## src/rtl/arm_alu.sv

```systemverilog
// Registered ARM-style ALU: ADD/SUB/AND/ORR with N/Z/C/V flags, one-cycle latency.
// A single adder is shared by ADD and SUB; SUB feeds ~b with a carry-in of 1.
module arm_alu #(
    parameter int WIDTH = 32
) (
    input  logic             clk,
    input  logic             reset,
    input  logic             en,
    input  logic [WIDTH-1:0] a,
    input  logic [WIDTH-1:0] b,
    input  logic [1:0]       opcode,
    output logic [WIDTH-1:0] out,
    output logic             zero,
    output logic             negative,
    output logic             carry,
    output logic             overflow,
    output logic             valid
);

    typedef enum logic [1:0] {
        OP_ADD = 2'b00,
        OP_SUB = 2'b01,
        OP_AND = 2'b10,
        OP_ORR = 2'b11
    } op_t;

    localparam int MSB = WIDTH - 1;

    op_t              op;
    logic             is_sub;
    logic [WIDTH-1:0] b_op;
    logic [WIDTH:0]   add_sum;
    logic [WIDTH-1:0] res;
    logic             res_c;
    logic             res_v;

    assign op = op_t'(opcode);

    // After inverting b for SUB, both ADD and SUB overflow reduce to the same
    // rule: like-signed adder inputs giving a differently-signed sum.
    always_comb begin
        is_sub  = (op == OP_SUB);
        b_op    = is_sub ? ~b : b;
        add_sum = {1'b0, a} + {1'b0, b_op} + {{WIDTH{1'b0}}, is_sub};
        res     = add_sum[WIDTH-1:0];
        res_c   = 1'b0;
        res_v   = 1'b0;
        case (op)
            OP_ADD, OP_SUB: begin
                res   = add_sum[WIDTH-1:0];
                res_c = add_sum[WIDTH];
                res_v = (a[MSB] == b_op[MSB]) && (add_sum[MSB] != a[MSB]);
            end
            OP_AND:  res = a & b;
            OP_ORR:  res = a | b;
            default: res = a & b;
        endcase
    end

    always_ff @(posedge clk) begin
        if (reset) begin
            out      <= '0;
            zero     <= 1'b0;
            negative <= 1'b0;
            carry    <= 1'b0;
            overflow <= 1'b0;
            valid    <= 1'b0;
        end else begin
            valid <= en;
            if (en) begin
                out      <= res;
                zero     <= (res == '0);
                negative <= res[MSB];
                carry    <= res_c;
                overflow <= res_v;
            end
        end
    end

endmodule

```

## config.mk

```make
export PLATFORM = sky130hd
export DESIGN_NAME = arm_alu
export DESIGN_NICKNAME = d
export VERILOG_FILES = /design/src/rtl/arm_alu.sv
export SDC_FILE = /design/constraint.sdc
export NUM_CORES = 1
export LEC_CHECK = 0
export CAP_MARGIN = 30
export CORE_MARGIN = 2
export CORE_UTILIZATION = 55
export DETAILED_ROUTE_END_ITERATION = 8
export GPL_ROUTABILITY_DRIVEN = 1
export PLACE_DENSITY_LB_ADDON = 0.2
export SYNTH_ARGS = -nofsm -noshare
export SYNTH_HDL_FRONTEND = slang
export SYNTH_SLANG_ARGS = --single-unit
```

## constraint.sdc

```tcl
create_clock -name clk -period 6.3 [get_ports clk]
set_input_delay 1.26 -clock clk [delete_from_list [all_inputs] [get_ports clk]]
set_output_delay 1.26 -clock clk [all_outputs]
set_load 0.01 [all_outputs]
```

Word-level counts from Yosys, hierarchy flattened
Index checks and enable logic that the tools add are counted.

Word-level logic and storage cells: 24. Output and inout bits: 37. Register bits: 37. Bits of input ports: 69.

Bitwise gates (word level): 3. Muxes and demuxes: 4. Reduce and logical (&&, ||, !) cells: 4. Equality and inequality tests: 5. $add $sub $neg: 2.

Operators with widths (number): $pmux 32 s3 (1); $add 32x32->33 (1); $add 33x1->33 (1); $and 32x32->32 (1); $logic_not 32->1 (1); $mux 32 (1); $not 32->32 (1); $or 32x32->32 (1); $eq 2x2->1 const B (2); $eq 2x1->1 const B (1); $logic_not 2->1 (1); $mux 1 (2); $reduce_or 2->1 (1); $eq 1x1->1 (1); $logic_and 1x1->1 (1); $ne 1x1->1 (1).

Longest topological paths before layout
Gate-level depths: netlist (run 1).

Depth in word-level cells: 7. Gate-level depth with buffers: 17. Gate-level depth less buffers: 14.

Worst setup path after synthesis (run 1)
OpenSTA, ideal clock, no wires.

Path type: input to register. Start: input opcode[1]. End: register zero. Path slack: 1695 ps. Stages on the path: 17. Data required time: 6216 ps. Library setup time: 84 ps. Path buffers: 4. Arrival: 4521 ps. Cell sequence: buf_6 > nand2b_4 > buf_6 > clkbuf_1 > xnor2_1 > ha_1 > clkbuf_1 > a21oi_1 > o21ai_0 > a211oi_1 > a21oi_2 > a31o_2 > a221o_1 > a21oi_2 > xor2_1 > o21ai_1 > o31ai_2.

Cells in the longest elaborated chain, start to end: 6. Elaborated cells between the ends (all ways): 10. Classes of those cells: add/sub: 2; eq/ne: 3; mux: 2; reduce/logical: 3.

RTL lines: from (decl) (RTL line 11) `input logic [1:0] opcode,`; $eq 2x1->1 (RTL line 42, 48); $mux 32 (RTL line 43) `b_op = is_sub ? ~b : b;`; $add 32x32->33 (RTL line 44) `add_sum = {1'b0, a} + {1'b0, b_op} + {{WIDTH{1'b0}}, is_sub};`; $add 33x1->33 (RTL line 44); $pmux 32 s3 * (RTL line 48) `case (op)`; $logic_not 32->1 * (RTL line 72) `zero <= (res == '0);`; to (signal assigned) (RTL line 72); to (decl) (RTL line 13) `output logic zero,`.

Every way passes the cells marked *; elsewhere a longest branch is shown, timed or not. A chain may end at the register's enable or synchronous reset.

Worst setup path after layout (run 1)
Start: input opcode[0]. End: register zero.

The elaborated chain is that of the path after synthesis.

==> metrics, run 1 <==
Hold EP overflow; Combinational Power Share approximately 60%; IO Port Bufs 105; total CTS buffers 5; post-DP HPWL roughly 11000 µm; Chip Height about 94 µm; status finished clean; Starting DRT DRC Count 277; die width approximately 94 µm; Clock Sink Count 36; predominant post-synthesis flop cell dfxtp_1; mapped cell area 0.00449 mm²; Ys Warns 0; die area 0.00890 mm²; Site Rows 32; clock power share between 10% and 20%; I/O pin count between 100 and 150; Syn Inst Count 599; gr ovfl total 0; Fin Setup TNS 0 ns; Initial Utilization 57.5%; all-layer global routing usage a little under a third; Setup Buffers After CTS 0; worst r2r src out[27]; TritonCTS clock tree done; sequential share of power 25.9%; crit path time final between 5 and 6 ns; Core Footprint 0.00781 mm²; startpoint of the lowest-slack hold path overflow; WHS Path Cells 2; final core utilization a little under three quarters; Leakage approximately 2.2 nW; Seq cells post-synth 36; buffer levels on the longest clock path 2; worst-margin pin slew 0.744 ns; crit path launch type input pin; first-pass detailed-route iteration total 5; Final Cycle Share 79.7%; Slew Limit Fails 0; Cell Area, Placed roughly 0.0055 mm²; cts repair resizes 0; NumNets Final just under 800; Worst Skew 0 ns; reg2reg end out[27]; vias in the first global route ~4.5k; CP Class input pin to flop; hold buffer count at CTS 0; ANT nets after route 0; f_max roughly 200 MHz; first-pass GRT wire length about 22000 µm; Data arrival, critical path around 5.2 ns; drt total wl ~14000 µm; via count around 4.9k; EDFF count, synth 0; Max IR drop VDD 0.109 mV; later-pin clock latency in the skew report 0.28 ns; PwrDens 180 mW/mm²; Syn Area/Cell 7.49 µm²; Hold Vio Cnt, Final 0; pin count of the biggest net entering global routing 63; Post-synth ARST share 0%; net switching power between 0.4 and 0.5 mW; initial antenna violation count 1; Sw Ratio a little over two fifths; fraction of final layout cells sized beyond drive strength 1 ~5.4%; FF-to-FF setup slack between 5 and 6 ns; clock tree root driver cell clkbuf_8; P_int roughly 0.59 mW; Vias/cell 6.27; DRC 0; CP Capture Type flop; Post-Syn Nets around 700; clk slew on worst S/H paths 0.06 ns; drt wl/cell 17.7 µm; hold crit path type flop to flop; slew margin rel. ~50%; required time of the critical path between 6 and 7 ns; area grow syn2layout 25.1%; setup slack after layout about 1.3 ns; Yosys cell types 74; crit path max fanout 19; reg2reg path depth 2; H-tree levels 2; Ant. Diodes 0; fin area ~0.0056 mm²; gp weighted congestion 1.02; final setup vio count 0; Max-Cap Viols 0; register area share after synthesis roughly 16%; dpl ws 1.03 ns; RSZ-0062 raised after global routing false
==> synth_stat cells, types with 6 or more instances <==
| cell type | instances | area [µm²] |
|---|---|---|
| a21oi_1 | 49 | 245 |
| o211ai_1 | 8 | 60.1 |
| nand4_1 | 14 | 87.6 |
| dfxtp_1 | 36 | 721 |
| buf_1 | 6 | 22.5 |
| mux2i_1 | 13 | 130 |
| nand3_1 | 8 | 40.0 |
| xnor2_1 | 42 | 368 |
| inv_1 | 17 | 63.8 |
| nor3_1 | 17 | 85.1 |
| maj3_1 | 22 | 220 |
| a21o_1 | 13 | 97.6 |
| a31oi_1 | 9 | 56.3 |
| nand2_1 | 48 | 180 |
| ha_1 | 35 | 438 |
| clkbuf_1 | 25 | 93.8 |
| nor2_1 | 68 | 255 |
| o21a_1 | 8 | 60.1 |
| nor2b_1 | 10 | 62.6 |
| o21ai_1 | 10 | 50.1 |
| o21ai_0 | 28 | 140 |
| a211oi_1 | 17 | 128 |
==> power groups by stage <==
stage / logic [mW] / registers [mW] / clock network (mW)
after CTS: 0.589 / 0.261 / 0.149
after floorplan: 0.382 / 0.274 / 0
after global placement: 0.578 / 0.265 / 0
final: 0.601 / 0.261 / 0.148
after detailed placement: 0.585 / 0.266 / 0
after global routing: 0.654 / 0.263 / 0.160
==> metal layers <==
| layer | share of wire, % | up-vias | global-route usage [%] |
|---|---|---|---|
| li1 | - | 2380 | - |
| met1 | 46 | 2257 | 44.5 |
| met2 | 45 | 235 | 49.5 |
| met3 | 8.7 | 22 | 3.99 |
| met4 | 1.1 | 0 | 6.16 |
| met5 | 0 | - | 0 |
==> metrics by stage <==
step           hold WS, ns  power (mW)  cells
2_1_floorplan        0.486       0.656    599
3_3_place_gp         0.454       0.843    774
3_5_place_dp         0.463       0.851    774
4_1_cts              0.469       0.999    781
5_1_grt              0.500        1.08    781
6_report             0.469        1.01    781
==> state kept, by name, indices dropped and copies added, names as in the netlist <==
name	cells
zero	1
carry	1
overflow	1
valid	1
out	32
==> layout make-up <==
cell class,instances,area [µm²]
Timing Repair Buffer,110,1080
Sequential cell,36,721
Tap cell,102,128
Clock inverter,1,5.00
Clock buffer,6,72.6
Multi-Input combinational cell,508,3540
Fill cell,670,2190
Inverter,18,67.6
==> worst max-delay path by stage <==
stage,from,to,slack (ns),cells after the start
detailed placement,opcode[0],zero,1.03,15
global route,opcode[0],zero,0.94,15
global placement,opcode[0],zero,1.11,15
CTS,opcode[0],zero,1.32,15
finish,opcode[0],zero,1.28,15
floorplan,opcode[1],zero,1.69,17
==> worst max-delay path, stage by stage <==
cell	delay, ns
clkdlybuf4s50_1	0.46
nand2b_4	0.26
buf_4	0.38
xnor2_1	0.18
ha_1	0.35
a21oi_1	0.25
o21ai_0	0.18
a211oi_1	0.33
a21oi_2	0.14
a31o_2	0.29
a221o_1	0.36
a21oi_2	0.18
xor2_1	0.17
o21ai_1	0.14
o31ai_2	0.27
==> placed cells by master (no fill, tap or decap), drive strengths merged, types with 4 or more instances in the layout <==
| cell | count |
|---|---|
| clkdlybuf4s50 | 104 |
| nor2 | 68 |
| a21oi | 51 |
| nand2 | 48 |
| xnor2 | 42 |
| o21ai | 38 |
| dfxtp | 36 |
| ha | 35 |
| maj3 | 22 |
| inv | 18 |
| a211oi | 18 |
| nor3 | 17 |
| nand4 | 14 |
| a21o | 13 |
| mux2i | 13 |
| nor2b | 10 |
| a31oi | 9 |
| o211ai | 9 |
| o31ai | 9 |
| o21a | 8 |
| nand3 | 8 |
| a31o | 6 |
| clkbuf | 6 |
| buf | 6 |
| o31a | 5 |
| xor2 | 5 |
| o211a | 4 |
| and3 | 4 |
| and4 | 4 |
| a21boi | 4 |
==> cells by family after synthesis <==
group / after synthesis / synth area share [%]
fa+ha+maj: 58 / 15.1
compound gates: 202 / 31.6
simple gates: 187 / 19.8
xor+xnor: 47 / 9.17
mux: 14 / 3.23
flops: 36 / 16.1
buf+inv: 55 / 5.10
No activity file was read; power rests on OpenSTA's default activity.
==> run 2: changes to the inputs <==
--- a/config.mk
+++ b/config.mk
@@ -7,7 +7,7 @@
 export LEC_CHECK = 0
 export CAP_MARGIN = 30
 export CORE_MARGIN = 2
-export CORE_UTILIZATION = 55
+export CORE_UTILIZATION = 52
 export DETAILED_ROUTE_END_ITERATION = 8
 export GPL_ROUTABILITY_DRIVEN = 1
 export PLACE_DENSITY_LB_ADDON = 0.2
==> constraint.sdc (replaced) <==
create_clock -name clk -period 5.2 [get_ports clk]
set_input_delay 1.04 -clock clk [delete_from_list [all_inputs] [get_ports clk]]
set_output_delay 1.04 -clock clk [all_outputs]
set_load 0.01 [all_outputs]
==> metrics, run 2 (synthesis gave the netlist of run 1 again) <==
hold buffer count at CTS 0 (unchanged); commonest non-fill, non-tap cells in the layout 104 x clkdlybuf4s50_1, 68 x nor2_1, 49 x a21oi_1; Max stage delay on crit path 0.53 ns (+0.07 ns); RSZ-0062 raised after global routing false; vias in the first global route 4570 (+0.91%); clock power share 20.3% (+5.7 points); area occupied by multi-input gates 0.00354 mm² (unchanged); crit path launch type input pin; hold crit path type flop to flop; crit path max fanout 18 (-1); Power Total 1.31 mW (+30%); fraction of final layout cells sized beyond drive strength 1 6.15% (+0.70 points); ANT nets after route 0 (unchanged); Buf/Inv on CP 2 (unchanged); Ant. Diodes 0 (unchanged); cts repair resizes 0 (unchanged); Starting DRT DRC Count 337 (+22%); via count 4916 (+0.45%); Fin Setup TNS 0 ns (unchanged); Leakage 2.19 nW (+1.7%); total CTS buffers 5 (unchanged); most common cell after layout, fill and taps aside clkdlybuf4s50_1; Max-Cap Viols 0 (unchanged); required time of the critical path 5.41 ns (-1.09 ns); worst-margin pin slew 0.679 ns (-0.0649 ns); drt total wl 14000 µm (+0.90%); clock tree root driver cell clkbuf_8; sequential share of power 24.1% (-1.8 points); Filler cells 712 (+6.3%); P_int 0.795 mW (+35%); TritonCTS clock tree done; die width 96.9 µm (+2.7%); Reg area 721 µm² (unchanged); Slew Limit Fails 0 (unchanged); final core utilization 68.6% (-3.4 points); Clock Sink Count 36 (unchanged); gr ovfl total 0 (unchanged); dpl ws 0.278 ns (-0.753 ns); CP Capture Type flop; Data arrival, critical path 4.92 ns (-0.30 ns); initial antenna violation count 0 (-1); Combinational Power Share 55.7% (-3.8 points); CP max-delay cell clkdlybuf4s50_1; area grow syn2layout 26.8%; clk slew on worst S/H paths 0.07 ns (about the same); Top reg by flops out; later-pin clock latency in the skew report 0.29 ns (about the same); Site Rows 33 (+3.1%); Setup Buffers After CTS 0 (unchanged); NumNets Final 787 (+0.38%); I/O pin count 106 (unchanged); drt wl/cell 17.7 µm (about the same); Core Footprint 0.00830 mm² (+6.3%); post-DP HPWL 11100 µm (+0.54%); status finished clean; slew margin rel. 54.1% (+4.2 points); startpoint of the lowest-slack hold path out[30]; crit path time final about 4.7 ns; worst r2r src out[27]; pin count of the biggest net entering global routing 63 (unchanged); PwrDens 231 mW/mm² (+28%); max reg flops 32 (unchanged); IO Port Bufs 105 (unchanged); Chip Height 96.9 µm (+2.7%); first-pass detailed-route iteration total 5 (unchanged); H-tree levels 2 (unchanged); die area 0.00939 mm² (+5.5%); first-pass GRT wire length 22900 µm (+2.9%); buffer levels on the longest clock path 2 (unchanged); Critical path origin opcode[0]; net switching power 0.519 mW (+23%); most used cell, CP a21oi_2; CP Class input pin to flop; DRC 0 (unchanged); Sw Ratio 39.5% (-2.2 points); Hold Vio Cnt, Final 0 (unchanged); Final Cycle Share roughly nine tenths; Vias/cell 6.24 (-0.44%); final setup vio count 0 (unchanged); Max IR drop VDD 0.111 mV (+1.7%); f_max approximately 210 MHz; delay-heaviest family, CP compound AO/OA/AOI/OAI gates; setup slack after layout 0.492 ns (-0.787 ns); Initial Utilization 54.1% (-3.4 points); all-layer global routing usage 28.7% (-2.1 points); crit path cell chain clkdlybuf4s50_1, nand2b_4, buf_4, xnor2_1, ha_1, a21oi_1, o21ai_0, a211oi_1, a21oi_2, a31o_2, a221o_1, a21oi_2, xor2_1, o21ai_1, o31ai_2; gp weighted congestion 0.942 (-8.0%); Worst Skew 0 ns (unchanged)
run 2: layer usage:
layer | global-route usage [%] | routed length (µm) | up-vias
met4 | 4.55 | 112 | 0
met5 | 0 | 0 | -
met2 | 44.9 | 6140 | 214
met3 | 2.96 | 1060 | 13
li1 | - | - | 2386
met1 | 43.2 | 6650 | 2303
run 2: power by group through the flow:
stage	clock, mW	sequential, mW	combinational, mW
after floorplan	0	0.332	0.463
after global placement	0	0.321	0.704
after detailed placement	0	0.322	0.715
after CTS	0.268	0.316	0.720
after global routing	0.277	0.319	0.796
final	0.266	0.316	0.732
run 2: cell type report:
class                           count  area share, %
Timing Repair Buffer              113           19.4
Clock inverter                      1          0.528
Sequential cell                    36           12.7
Tap cell                          105           2.31
Multi-Input combinational cell    508           62.2
Inverter                           18           1.19
Clock buffer                        7           1.69
run 2: metrics by stage:
step                cell area [µm²]  hold slack [ns]  cells
floorplan                      4490            0.486    599
global placement               5570            0.452    780
detailed placement             5570            0.464    780
CTS                            5690            0.476    788
global route                   5690            0.508    788
finish                         5690            0.471    788
run 2: worst min-delay path, delay by kind of cell, from the launching register on:
kind | cells | cell delay [ns]
simple gates | 1 | 0.06
flops | 1 | 0.31
compound gates | 1 | 0.06
run 2: final timing paths:
kind / endpoint / slack, ns / depth (start not counted)
worst max register to register: out[27] / 4.38 / 2
worst max-delay path: zero / 0.49 / 15
worst min-delay path: out[30] / 0.47 / 2
worst min register to register: out[30] / 0.47 / 2
==> run 3: changes to the inputs <==
--- a/config.mk
+++ b/config.mk
@@ -6,7 +6,7 @@
 export NUM_CORES = 1
 export LEC_CHECK = 0
 export CAP_MARGIN = 30
-export CORE_MARGIN = 2
+export CORE_MARGIN = 8
 export CORE_UTILIZATION = 52
 export DETAILED_ROUTE_END_ITERATION = 8
 export GPL_ROUTABILITY_DRIVEN = 1
==> metrics, run 3 (synthesis gave the netlist of run 1 again) <==
crit path cell chain clkdlybuf4s50_1, nand2b_4, buf_4, buf_4, xnor2_1, ha_1, a21oi_1, o21ai_0, a211oi_1, a21oi_2, a31o_2, a221o_1, a21oi_2, xor2_1, o21ai_1, o31ai_2; Core Footprint 0.00855 mm² (+3.0%); reg2reg path depth 2 (unchanged); final setup vio count 0 (unchanged); total CTS buffers 5 (unchanged); status finished clean; CP Class input pin to flop; post-DP HPWL 11900 µm (+6.9%); clock tree root driver cell clkbuf_8; NumNets Final 788 (+0.13%); via count 4931 (+0.31%); initial antenna violation count 0 (unchanged); Clock Sink Count 36 (unchanged); Ant. Diodes 0 (unchanged); slew margin rel. 48.6% (-5.5 points); gp weighted congestion 0.969 (+2.8%); Slew Limit Fails 0 (unchanged); H-tree levels 2 (unchanged); required time of the critical path 5.41 ns (about the same); Hold EP out[30]; Initial Utilization 52.5% (-1.6 points); IO Port Bufs 105 (unchanged); Site Rows 34 (+3.0%); f_max 206 MHz (-3.0%); smallest hold slack 0.465 ns (-0.00589 ns); worst r2r src out[27]; buffer levels on the longest clock path 2 (unchanged); first-pass detailed-route iteration total 5 (unchanged); Fin Setup TNS 0 ns (unchanged); fraction of final layout cells sized beyond drive strength 1 6.29% (+0.14 points); reg2reg end out[27]; Chip Height 109 µm (+12%); crit path max fanout 11 (-7); max reg flops 32 (unchanged); Max stage delay on crit path 0.53 ns (about the same); TritonCTS clock tree done; ANT nets after route 0 (unchanged); Data arrival, critical path 5.06 ns (+0.14 ns); Setup Buffers After CTS 0 (unchanged); cts repair resizes 0 (unchanged); first-pass GRT wire length 23800 µm (+4.0%); Vias/cell 6.23 (-0.20%); delay-heaviest family, CP compound AO/OA/AOI/OAI gates; area grow syn2layout 26.3%; Final Cycle Share 93.4% (+2.8 points); Buf/Inv on CP 3 (+1); WHS Path Cells 2 (unchanged); PwrDens 222 mW/mm² (-3.9%); vias in the first global route 4749 (+3.9%); Leakage 2.19 nW (-0.41%); crit path launch type input pin; all-layer global routing usage 24.5% (-4.2 points); Worst Skew 0 ns (unchanged); pin count of the biggest net entering global routing 63 (unchanged); die area 0.0119 mm² (+26%); later-pin clock latency in the skew report 0.28 ns (about the same); gr ovfl total 0 (unchanged); Starting DRT DRC Count 378 (+12%); Max-Cap Viols 0 (unchanged); worst-margin pin slew 0.764 ns (+0.0852 ns); drt wl/cell 18.5 µm (+4.6%); hold crit path type flop to flop; RSZ-0062 raised after global routing false; FF-to-FF setup slack 4.41 ns (+0.03 ns); I/O pin count 106 (unchanged); most common cell after layout, fill and taps aside clkdlybuf4s50_1; Top reg by flops out; die width 109 µm (+12%); CP Capture Type flop; drt total wl 14700 µm (+5.1%); crit path time final 4.86 ns (+0.147 ns); commonest non-fill, non-tap cells in the layout 104 x clkdlybuf4s50_1, 68 x nor2_1, 49 x a21oi_1; DRC 0 (unchanged); Max IR drop VDD 0.0921 mV (-17%); CP max-delay cell clkdlybuf4s50_1; Hold Vio Cnt, Final 0 (unchanged); hold buffer count at CTS 0 (unchanged); startpoint of the lowest-slack hold path out[30]; clk slew on worst S/H paths 0.07 ns (about the same)
run 3: cell types whose count changed in the layout (fill, tap and decap cells not counted):
cell       previous run  this run
clkinv_2              0         2
buf_4                 8         9
bufinv_16             1         0
clkbuf_8              7         6
run 3: how the worst max path moves through the flow:
stage / start / end / slack (ns) / depth (start not counted)
after floorplan: opcode[1] / zero / 0.81 / 17
after global placement: opcode[0] / zero / 0.11 / 16
after detailed placement: opcode[0] / zero / 0.12 / 16
after CTS: opcode[0] / zero / 0.41 / 16
after global routing: opcode[0] / zero / 0.16 / 16
final: opcode[0] / zero / 0.34 / 16
run 3: worst min-delay path, delay by kind of cell, from the launching register on:
family / cells / cell delay [ns]
AO/OA/AOI/OAI: 1 / 0.05
AND/OR/NAND/NOR: 1 / 0.06
flip-flops: 1 / 0.31
run 3: through the flow:
stage	utilization, %	std cells	power (mW)	instance area (µm²)	setup slack, ns
after floorplan	-	599	0.794	4490	0.815
after global placement	65.2	784	1.04	5580	0.115
after detailed placement	65.2	784	1.05	5580	0.123
after CTS	66.3	792	1.25	5670	0.411
after global routing	66.3	792	1.34	5670	0.163
final	66.3	792	1.26	5670	0.344
run 3: area by class of cell:
| cell class | instances | area [µm²] |
|---|---|---|
| multi-input combinational | 508 | 3540 |
| fill | 762 | 2880 |
| timing repair buffer | 114 | 1110 |
| sequential | 36 | 721 |
| tap | 108 | 135 |
| clock buffer | 6 | 82.6 |
| inverter | 18 | 67.6 |
| clock inverter | 2 | 10.0 |
run 3: power breakdown:
part           leakage (nW)  internal [mW]  total, mW  switching, mW
Clock                0.0510          0.106      0.202         0.0961
Combinational          1.84          0.325      0.741          0.416
Sequential            0.298          0.302      0.316         0.0141
Total                  2.19          0.733       1.26          0.526
run 3: per-layer routing:
metal  vias up  share of wire, %  global-route usage [%]
met5         -                 0                       0
met4         0               1.6                    7.72
met3        23               7.7                    3.13
met2       195                45                    38.8
met1      2326                45                    33.6
li1       2387                 -                       -
